**config.mk**
```make
export PLATFORM = sky130hd
export DESIGN_NAME = multi_lane_sum_ctrl
export DESIGN_NICKNAME = d
export VERILOG_FILES = /design/src/rtl/multi_lane_sum_pkg.sv /design/src/rtl/multi_lane_sum_ctrl_lane_select.sv /design/src/rtl/multi_lane_sum_ctrl.sv
export SDC_FILE = /design/constraint.sdc
export NUM_CORES = 1
export LEC_CHECK = 0
export BUFFER_PORTS_ARGS = -buffer_cell sky130_fd_sc_hd__buf_4
export CORE_MARGIN = 1.5
export CORE_UTILIZATION = 40
export CTS_CLUSTER_DIAMETER = 40
export CTS_CLUSTER_SIZE = 12
export DETAILED_ROUTE_END_ITERATION = 6
export SYNTH_ARGS = -nofsm -noshare
export SYNTH_HDL_FRONTEND = slang
export SYNTH_SLANG_ARGS = --single-unit
export TNS_END_PERCENT = 1
```
**constraint.sdc**
```tcl
create_clock -name clk -period 16.4 [get_ports clk]
set_input_delay 3.28 -clock clk [delete_from_list [all_inputs] [get_ports clk]]
set_output_delay 3.28 -clock clk [all_outputs]
set_load 0.01 [all_outputs]
```
**src/rtl/multi_lane_sum_pkg.sv**
```systemverilog
// Shared opcodes, controller state encoding and saturation limits for the
// multi-lane sum controller.
package multi_lane_sum_pkg;

  localparam logic [1:0] OP_CLEAR   = 2'd0;
  localparam logic [1:0] OP_GO      = 2'd1;
  localparam logic [1:0] OP_READ    = 2'd2;
  localparam logic [1:0] OP_GO_READ = 2'd3;

  typedef enum logic [1:0] {
    S_IDLE  = 2'd0,
    S_ISSUE = 2'd1,
    S_DRAIN = 2'd2,
    S_DONE  = 2'd3
  } state_t;

  // Two's-complement extreme of a width-bit signed value, returned in 64 bits;
  // callers keep the low width bits (width must be 2..64).
  function automatic logic [63:0] sat_limit(input int width, input logic neg);
    logic [63:0] max_v;
    max_v = (64'd1 << (width - 1)) - 64'd1;
    return neg ? ~max_v : max_v;
  endfunction

endpackage

```
**src/rtl/multi_lane_sum_ctrl_lane_select.sv**
```systemverilog
// Lowest-set-bit priority encoder over the lanes still waiting to be issued.
module lane_select #(
  parameter int N_LANES = 3,
  parameter int IDX_W   = (N_LANES > 1) ? $clog2(N_LANES) : 1
) (
  input  logic [N_LANES-1:0] mask,
  output logic [IDX_W-1:0]   idx,
  output logic               any_left
);

  always_comb begin
    idx      = '0;
    any_left = |mask;
    // Walk downward so the lowest set bit is the last one written.
    for (int i = N_LANES - 1; i >= 0; i--) begin
      if (mask[i]) idx = i[IDX_W-1:0];
    end
  end

endmodule

```
**src/rtl/multi_lane_sum_ctrl.sv**
```systemverilog
// Issues masked operands to an external pipelined evaluator one at a time and
// accumulates the returned signed results into a saturating accumulator.
module multi_lane_sum_ctrl
  import multi_lane_sum_pkg::*;
#(
  parameter int N_LANES    = 3,
  parameter int DATA_WIDTH = 32,
  parameter int EVAL_WIDTH = 22,
  parameter int ACC_WIDTH  = 32,
  parameter int N_WIDTH    = 2,
  parameter int CNT_WIDTH  = $clog2(N_LANES + 1)
) (
  input  logic                          clk,
  input  logic                          rst,
  input  logic                          clk_en,
  input  logic                          start,
  input  logic [N_WIDTH-1:0]            n,
  input  logic [N_LANES-1:0]            lane_mask,
  input  logic [N_LANES*DATA_WIDTH-1:0] x_in,
  output logic                          ev_start,
  output logic [DATA_WIDTH-1:0]         ev_x,
  input  logic                          ev_ready,
  input  logic                          ev_done,
  input  logic [EVAL_WIDTH-1:0]         ev_y,
  output logic [ACC_WIDTH-1:0]          result,
  output logic                          overflow,
  output logic                          busy,
  output logic                          done
);

  localparam int IDX_W = (N_LANES > 1) ? $clog2(N_LANES) : 1;

  localparam logic [63:0] ACC_MAX64 = sat_limit(ACC_WIDTH, 1'b0);
  localparam logic [63:0] ACC_MIN64 = sat_limit(ACC_WIDTH, 1'b1);
  localparam logic signed [ACC_WIDTH-1:0] ACC_MAX = ACC_MAX64[ACC_WIDTH-1:0];
  localparam logic signed [ACC_WIDTH-1:0] ACC_MIN = ACC_MIN64[ACC_WIDTH-1:0];

  // Returns {saturated, value}: one guard bit catches overflow of the
  // sign-extended sum, which is then pinned to the matching extreme.
  function automatic logic [ACC_WIDTH:0] sat_add(
    input logic signed [ACC_WIDTH-1:0]  a,
    input logic signed [EVAL_WIDTH-1:0] b
  );
    logic signed [ACC_WIDTH:0] s;
    s = (ACC_WIDTH+1)'(a) + (ACC_WIDTH+1)'(b);
    if (s[ACC_WIDTH] != s[ACC_WIDTH-1])
      return {1'b1, (s[ACC_WIDTH] ? ACC_MIN : ACC_MAX)};
    return {1'b0, s[ACC_WIDTH-1:0]};
  endfunction

  state_t                         state, state_nxt;
  logic signed [ACC_WIDTH-1:0]    acc, acc_nxt;
  logic signed [ACC_WIDTH-1:0]    result_r, result_nxt;
  logic                           ovf_r, ovf_nxt;
  logic [CNT_WIDTH-1:0]           issued, issued_nxt;
  logic [CNT_WIDTH-1:0]           returned, returned_nxt;
  logic [N_LANES-1:0]             rem_mask, rem_nxt;
  logic [N_LANES*DATA_WIDTH-1:0]  x_reg, x_nxt;
  logic                           go_read, go_read_nxt;

  logic [IDX_W-1:0]               sel_idx;
  logic                           any_left;
  logic                           transfer;
  logic                           ev_ok;
  logic [ACC_WIDTH:0]             sum;

  lane_select #(
    .N_LANES (N_LANES),
    .IDX_W   (IDX_W)
  ) u_lane_select (
    .mask     (rem_mask),
    .idx      (sel_idx),
    .any_left (any_left)
  );

  assign ev_start = (state == S_ISSUE) && any_left;
  assign ev_x     = x_reg[sel_idx*DATA_WIDTH +: DATA_WIDTH];
  assign transfer = ev_start && ev_ready;
  assign ev_ok    = ev_done && ((state == S_ISSUE) || (state == S_DRAIN));
  assign sum      = sat_add(acc, ev_y);

  assign result   = result_r;
  assign overflow = ovf_r;
  assign busy     = (state != S_IDLE);
  assign done     = (state == S_DONE);

  always_comb begin
    state_nxt    = state;
    acc_nxt      = acc;
    result_nxt   = result_r;
    ovf_nxt      = ovf_r;
    issued_nxt   = issued;
    returned_nxt = returned;
    rem_nxt      = rem_mask;
    x_nxt        = x_reg;
    go_read_nxt  = go_read;

    if (ev_ok) begin
      acc_nxt      = sum[ACC_WIDTH-1:0];
      ovf_nxt      = ovf_r | sum[ACC_WIDTH];
      returned_nxt = returned + CNT_WIDTH'(1);
    end

    if (transfer) begin
      rem_nxt    = rem_mask & ~(N_LANES'(1) << sel_idx);
      issued_nxt = issued + CNT_WIDTH'(1);
    end

    case (state)
      S_IDLE: begin
        if (start) begin
          case (n)
            N_WIDTH'(OP_CLEAR): begin
              acc_nxt   = '0;
              ovf_nxt   = 1'b0;
              state_nxt = S_DONE;
            end
            N_WIDTH'(OP_READ): begin
              result_nxt = acc;
              state_nxt  = S_DONE;
            end
            N_WIDTH'(OP_GO), N_WIDTH'(OP_GO_READ): begin
              x_nxt        = x_in;
              rem_nxt      = lane_mask;
              issued_nxt   = '0;
              returned_nxt = '0;
              go_read_nxt  = (n == N_WIDTH'(OP_GO_READ));
              if (lane_mask == '0) begin
                if (n == N_WIDTH'(OP_GO_READ)) result_nxt = acc;
                state_nxt = S_DONE;
              end else begin
                state_nxt = S_ISSUE;
              end
            end
            default: state_nxt = S_IDLE;
          endcase
        end
      end
      S_ISSUE: begin
        // Exit test uses the updated counts so a coincident return is seen.
        if (transfer && (rem_nxt == '0)) begin
          if (returned_nxt == issued_nxt) begin
            if (go_read) result_nxt = acc_nxt;
            state_nxt = S_DONE;
          end else begin
            state_nxt = S_DRAIN;
          end
        end
      end
      S_DRAIN: begin
        if (returned_nxt == issued_nxt) begin
          if (go_read) result_nxt = acc_nxt;
          state_nxt = S_DONE;
        end
      end
      S_DONE:  state_nxt = S_IDLE;
      default: state_nxt = S_IDLE;
    endcase
  end

  always_ff @(posedge clk or posedge rst) begin
    if (rst) begin
      state    <= S_IDLE;
      acc      <= '0;
      result_r <= '0;
      ovf_r    <= 1'b0;
      issued   <= '0;
      returned <= '0;
      rem_mask <= '0;
      x_reg    <= '0;
      go_read  <= 1'b0;
    end else if (clk_en) begin
      state    <= state_nxt;
      acc      <= acc_nxt;
      result_r <= result_nxt;
      ovf_r    <= ovf_nxt;
      issued   <= issued_nxt;
      returned <= returned_nxt;
      rem_mask <= rem_nxt;
      x_reg    <= x_nxt;
      go_read  <= go_read_nxt;
    end
  end

endmodule

```
==> results of run 1 <==
[cell usage after synthesis (all sizes together), types with 3 or more instances]
library cell  number  share of area [%]
o2111ai            3               0.28
mux2              97                 11
buf               23                1.3
xor2              12                1.1
inv               13               0.51
o21a               6               0.47
nand3             11               0.58
nor2              58                2.3
a211oi             9               0.71
a31oi              6               0.39
and3               5               0.33
nor3               5               0.26
maj3               8               0.84
nand2b             5               0.33
nor2b              3               0.20
or3               10               0.65
xnor2             20                1.8
a211o              3               0.28
a21boi             3               0.24
mux2i             33                3.5
clkbuf            33                1.3
and2               4               0.26
o211ai             9               0.71
a21o              11               0.86
o21ai            117                6.1
dfrtp            171                 45
o31ai              9               0.71
a21oi             93                4.9
nand2            123                4.8
a22o               7               0.64
ha                37                4.8
[cell type report]
cell class	count	area, µm²
tap	319	399.1
timing repair buffer	207	1554
clock buffer	17	425.4
clock inverter	15	151.4
sequential	171	4279
fill	2185	11600
inverter	13	53.80
multi-input combinational	732	5012
[cell usage in the layout, fill, tap and decap left out, types with 12 or more instances in the layout]
cell type  count
mux2_2        97
ha_1          37
xor2_1        12
nand2_1      123
xnor2_1       20
inv_1         12
o21ai_0      110
a21oi_1       93
buf_4        207
nor2_1        57
clkbuf_16     17
dfrtp_1      171
mux2i_1       33
[kinds of logic after synthesis]
family | synth area share, %
compound gates | 17.81
simple gates | 10.59
flops | 44.78
mux | 14.89
buf+inv | 3.103
fa+ha+maj | 5.892
xor+xnor | 2.933
[through the flow]
stage | cell area, µm² | hold slack (ps) | setup slack (ps) | std cells
5_1_grt | 11880 | 514.9 | 8888 | 1474
3_5_place_dp | 11300 | 479.3 | 8908 | 1442
6_report | 11880 | 484.2 | 9321 | 1474
3_3_place_gp | 11300 | 469.0 | 9052 | 1442
4_1_cts | 11880 | 497.1 | 9349 | 1474
2_1_floorplan | 9555 | 465.7 | 8488 | 972
[metal layers]
layer | share of wire, % | track usage [%] | up-vias
met5 | 0 | 0 | -
met4 | 1.8 | 6.065 | 0
met3 | 5.1 | 4.433 | 28
met2 | 50 | 36.98 | 235
met1 | 44 | 29.47 | 3845
li1 | - | - | 3839
[worst paths after layout]
path,to,cells past startpoint,slack [ps]
max,acc[9]$_DFFE_PP0P_,13,9320
min,result[3]$_DFFE_PP0P_,2,480
max reg2reg,acc[9]$_DFFE_PP0P_,12,11840
min reg2reg,result[3]$_DFFE_PP0P_,2,480
max in group asynchronous,result[25]$_DFFE_PP0P_,3,11910
min in group asynchronous,result[5]$_DFFE_PP0P_,2,3000
[power groups by stage]
stage	Clock, mW	Combinational (mW)	Sequential (mW)
after floorplan	0	0.919	0.742
after global placement	0	1.34	0.770
after detailed placement	0	1.36	0.777
after CTS	0.409	1.36	0.770
after global routing	0.426	1.51	0.795
final	0.399	1.36	0.769
[critical path, cell delays in order]
cell       delay, ps
buf_4             90
ha_1             180
inv_1             60
fa_1             400
nand2b_1         200
a211oi_1         410
o2111ai_1        180
a21oi_1          160
nand2b_1         180
a41o_1           760
or2_1            630
nand2_1          550
o21ai_0          310
==> results_dict.tcl, run 1 <==
set metrics [dict create \
    outcome "completed" \
    cts_buffers 17 \
    max_slew_margin_pct 33.37 \
    cts_buffer_depth 2 \
    finalHoldViolCount 0 \
    grt_pass1_vias 7817 \
    ant_nets 0 \
    setup_tns_ps 0 \
    startpoint "ev_y[0]" \
    grt_setup_unrepaired "no" \
    die_x_um 157.6 \
    p_leak_nw 5.304 \
    rows 56 \
    postCtsSetupBuffers 0 \
    clock_skew_ps 12.54 \
    grt_overflow 0 \
    clock.fmax_ghz 0.1413 \
    yosysUniqueCellTypes 56 \
    die_h_um 157.6 \
    ir_worst_vdd_mv 0.08564 \
    viasPerCell 5.391 \
    core_area_um2 23470 \
    largest_reg_flops 96 \
    endpoint_kind "flop" \
    avgSynthCellArea_um2 9.831 \
    wirelength_um 27200 \
    hp-class "reg2reg" \
    first_iter_violations 509 \
    place.port_buffers 196 \
    fin_nets 1309 \
    hp-start "result[3]$_DFFE_PP0P_" \
    cts-root-buf "clkbuf_16" \
    synth.cell_area_um2 9555 \
    drtPass1Iterations 5 \
    setup_viol 0 \
    drive_gt1_share_pct 29.96 \
    finalMaxSlewViolations 0 \
    worstMarginPinSlew_ps 999.5 \
    clock_power_share_pct 15.8 \
    clkTransAtPathRegs_ps 80 \
    h-tree-depth 4 \
    drc_errors 0 \
    cts_tree "yes" \
    path_max_fanout 24 \
    grt_pass1_wl_um 42490 \
    cp_data_required_time_ps 16730 \
    grt_max_degree 103 \
    timing.final.crit_share_pct 43.17 \
    synth_fp_nets 1139 \
    wire_per_inst_um 18.45 \
    initial_utilization_pct 40.71 \
    async_flop_share_pct 100.0 \
    dp_hpwl_um 19120 \
    maxCapViolCount 0 \
    worstReg2RegStart "acc[0]$_DFFE_PP0P_" \
    grt_usage_pct 22.25 \
    crit_arrival_ps 7410 \
    antenna_found_initial 0 \
    clock_sinks 171 \
    cts_resized 0 \
    power_mw 2.527 \
    fin_util_pct 50.59 \
    synth-main-ff-cell "dfrtp_1" \
    synth-edff-count 0 \
    antenna_cells 0 \
    min_period_ps 7079 \
    startpoint_type "primary input" \
    critical_path_class "in2reg" \
    p_comb_share_pct 53.8 \
    powerDensity_nw_per_um2 212.8 \
    sw_frac_of_total_pct 43.34 \
    internal-power_mw 1.432 \
    seq_area_frac_synth_pct 44.78 \
    switchingPower_mw 1.096 \
    io_pins 197 \
    seq_power_share_pct 30.4 \
    synth_warnings 0 \
    globalplace.congestion 0.9097 \
    ctsHoldBuffers 0 \
    clk-insertion-delay-late_ps 430 \
    synth-seq-cells 171 \
    synth_cells 972 \
    vias 7947 \
    dieArea_um2 24830 \
    area_delta_synth_final_pct 24.28 \
]
Power figures use the tool's default switching activity.
==> run 2, diff against run 1 <==
clock period = 6.6 ns   (was 16.4 ns; I/O delays follow)
==> run 2 against run 1 <==
Against the previous run:
- via count fell by 0.35%
- critical path depth decreased by 1
- clock skew shrank 1.1 ps
- combinational power increased to 2.5 times the previous value
- total power rose to 2.5 times the previous value
- design area up 0.53%
- final cell count up 0.34%
- non-clock buffer count up 5
- first-iteration DRC count up 0.20%
- critical path type unchanged
- largest cell class unchanged
- largest power group unchanged
- highest routed layer unchanged
==> results_dict.tcl, run 2 (synthesized netlist as in run 1, its figures left out) <==
set metrics [dict create \
    outcome "completed" \
    seq_power_share_pct 30.2 \
    core_area_um2 23470 \
    dp_hpwl_um 19580 \
    timing.final.crit_share_pct 68.23 \
    grt_setup_unrepaired "no" \
    num-fill-cells 2214 \
    setup_tns_ps 0 \
    startpoint_type "primary input" \
    cts-root-buf "clkbuf_16" \
    largest_reg_flops 96 \
    grt_max_degree 65 \
    max_slew_margin_pct 34.62 \
    seq_area_um2 4279 \
    ctsHoldBuffers 0 \
    cts_resized 0 \
    grt_pass1_vias 7576 \
    p_comb_share_pct 53.8 \
    drc_errors 0 \
    antenna_cells 0 \
    viasPerCell 5.354 \
    maxCapViolCount 0 \
    cts_tree "yes" \
    final_cell_mix "212 x buf_4, 171 x dfrtp_1, 123 x nand2_1" \
    internal-power_mw 3.584 \
    vias 7919 \
    setup_slack_ps 2097 \
    clock_sinks 171 \
    pre_cts_ws_ps 1687 \
    place.port_buffers 196 \
    clock_power_share_pct 16.0 \
    finalMaxSlewViolations 0 \
    cts_buffers 17 \
    cp_data_required_time_ps 6950 \
    area_delta_synth_final_pct 24.93 \
    h-tree-depth 4 \
    globalplace.congestion 0.9258 \
    grt_usage_pct 22.20 \
    ir_worst_vdd_mv 0.1789 \
    initial_utilization_pct 40.71 \
    clock.fmax_ghz 0.2221 \
    sw_frac_of_total_pct 43.39 \
    wire_per_inst_um 18.42 \
    first_iter_violations 510 \
    die_x_um 157.6 \
    p_leak_nw 5.352 \
    worst-r2r-cell-count 13 \
    powerDensity_nw_per_um2 530.3 \
    clk-insertion-delay-late_ps 430 \
    clock_skew_ps 11.47 \
    worstMarginPinSlew_ps 976.5 \
    die_h_um 157.6 \
    crit_arrival_ps 4850 \
    drtPass1Iterations 5 \
    fin_nets 1314 \
    endpoint_kind "flop" \
    min_period_ps 4503 \
    grt_pass1_wl_um 42210 \
    setup_viol 0 \
    antenna_found_initial 0 \
    multiInputGateArea_um2 5012 \
    grt_overflow 0 \
    power_mw 6.331 \
    final_common_cell "buf_4" \
    io_pins 197 \
    switchingPower_mw 2.747 \
    clkTransAtPathRegs_ps 80 \
    ant_nets 0 \
    hold_path_depth 2 \
    path_max_fanout 24 \
    postCtsSetupBuffers 0 \
    hp-class "reg2reg" \
    cts_buffer_depth 2 \
    finalHoldViolCount 0 \
    wirelength_um 27240 \
    dieArea_um2 24830 \
    drive_gt1_share_pct 30.26 \
    critical_path_class "in2reg" \
    rows 56 \
]
run 2: changes by cell type in the layout (fill, tap and decap cells not counted), sizes merged:
cell,previous run,this run
buf,207,212
clkinv,3,8
inv,21,20
clkinvlp,4,0
run 2: layout make-up:
class / count / area share [%]
sequential: 171 / 35.85
tap: 319 / 3.343
multi-input combinational: 732 / 41.99
timing repair buffer: 212 / 13.33
clock inverter: 15 / 1.478
clock buffer: 17 / 3.564
inverter: 13 / 0.4507
run 2: power by group through the flow:
stage	logic, mW	registers (mW)	clock network, mW
floorplan	2.28	1.84	0
global placement	3.37	1.92	0
detailed placement	3.40	1.93	0
CTS	3.41	1.91	1.04
global route	3.76	1.98	1.08
finish	3.41	1.91	1.02
run 2: critical path, stage by stage:
cell      delay [ps]
buf_4            110
ha_1             300
a211oi_1         240
o21ai_1          190
o31ai_1          470
a31oi_1          260
a41oi_1          300
xnor2_1          140
buf_4            280
and2_1           800
o21ai_0          240
o21ai_0          190
run 2: through the flow:
| stage | cells | area (µm²) | hold WS (ps) | utilization, % |
|---|---|---|---|---|
| floorplan | 972 | 9555 | 465.7 | - |
| global placement | 1447 | 11340 | 469.2 | 48.29 |
| detailed placement | 1447 | 11340 | 473.0 | 48.29 |
| CTS | 1479 | 11940 | 490.2 | 50.86 |
| global route | 1479 | 11940 | 514.9 | 50.86 |
| finish | 1479 | 11940 | 482.6 | 50.86 |
run 2: worst paths after layout:
kind                                  startpoint                endpoint  slack (ps)
max                                      ev_y[1]     acc[26]$_DFFE_PP0P_        2100
max reg2reg                   acc[0]$_DFFE_PP0P_     acc[26]$_DFFE_PP0P_        2650
max in group asynchronous                    rst  result[24]$_DFFE_PP0P_        4480
min reg2reg                result[3]$_DFFE_PP0P_   result[3]$_DFFE_PP0P_         480
min in group asynchronous                    rst   result[5]$_DFFE_PP0P_         940
min                        result[3]$_DFFE_PP0P_   result[3]$_DFFE_PP0P_         480
run 2: layer usage:
metal / vias to the layer above / wire length (µm) / track usage [%]
met3: 29 / 1383 / 4.460
met1: 3834 / 12200 / 30.41
met2: 205 / 13170 / 35.58
met4: 0 / 490 / 6.199
li1: 3851 / - / -
met5: - / 0 / 0
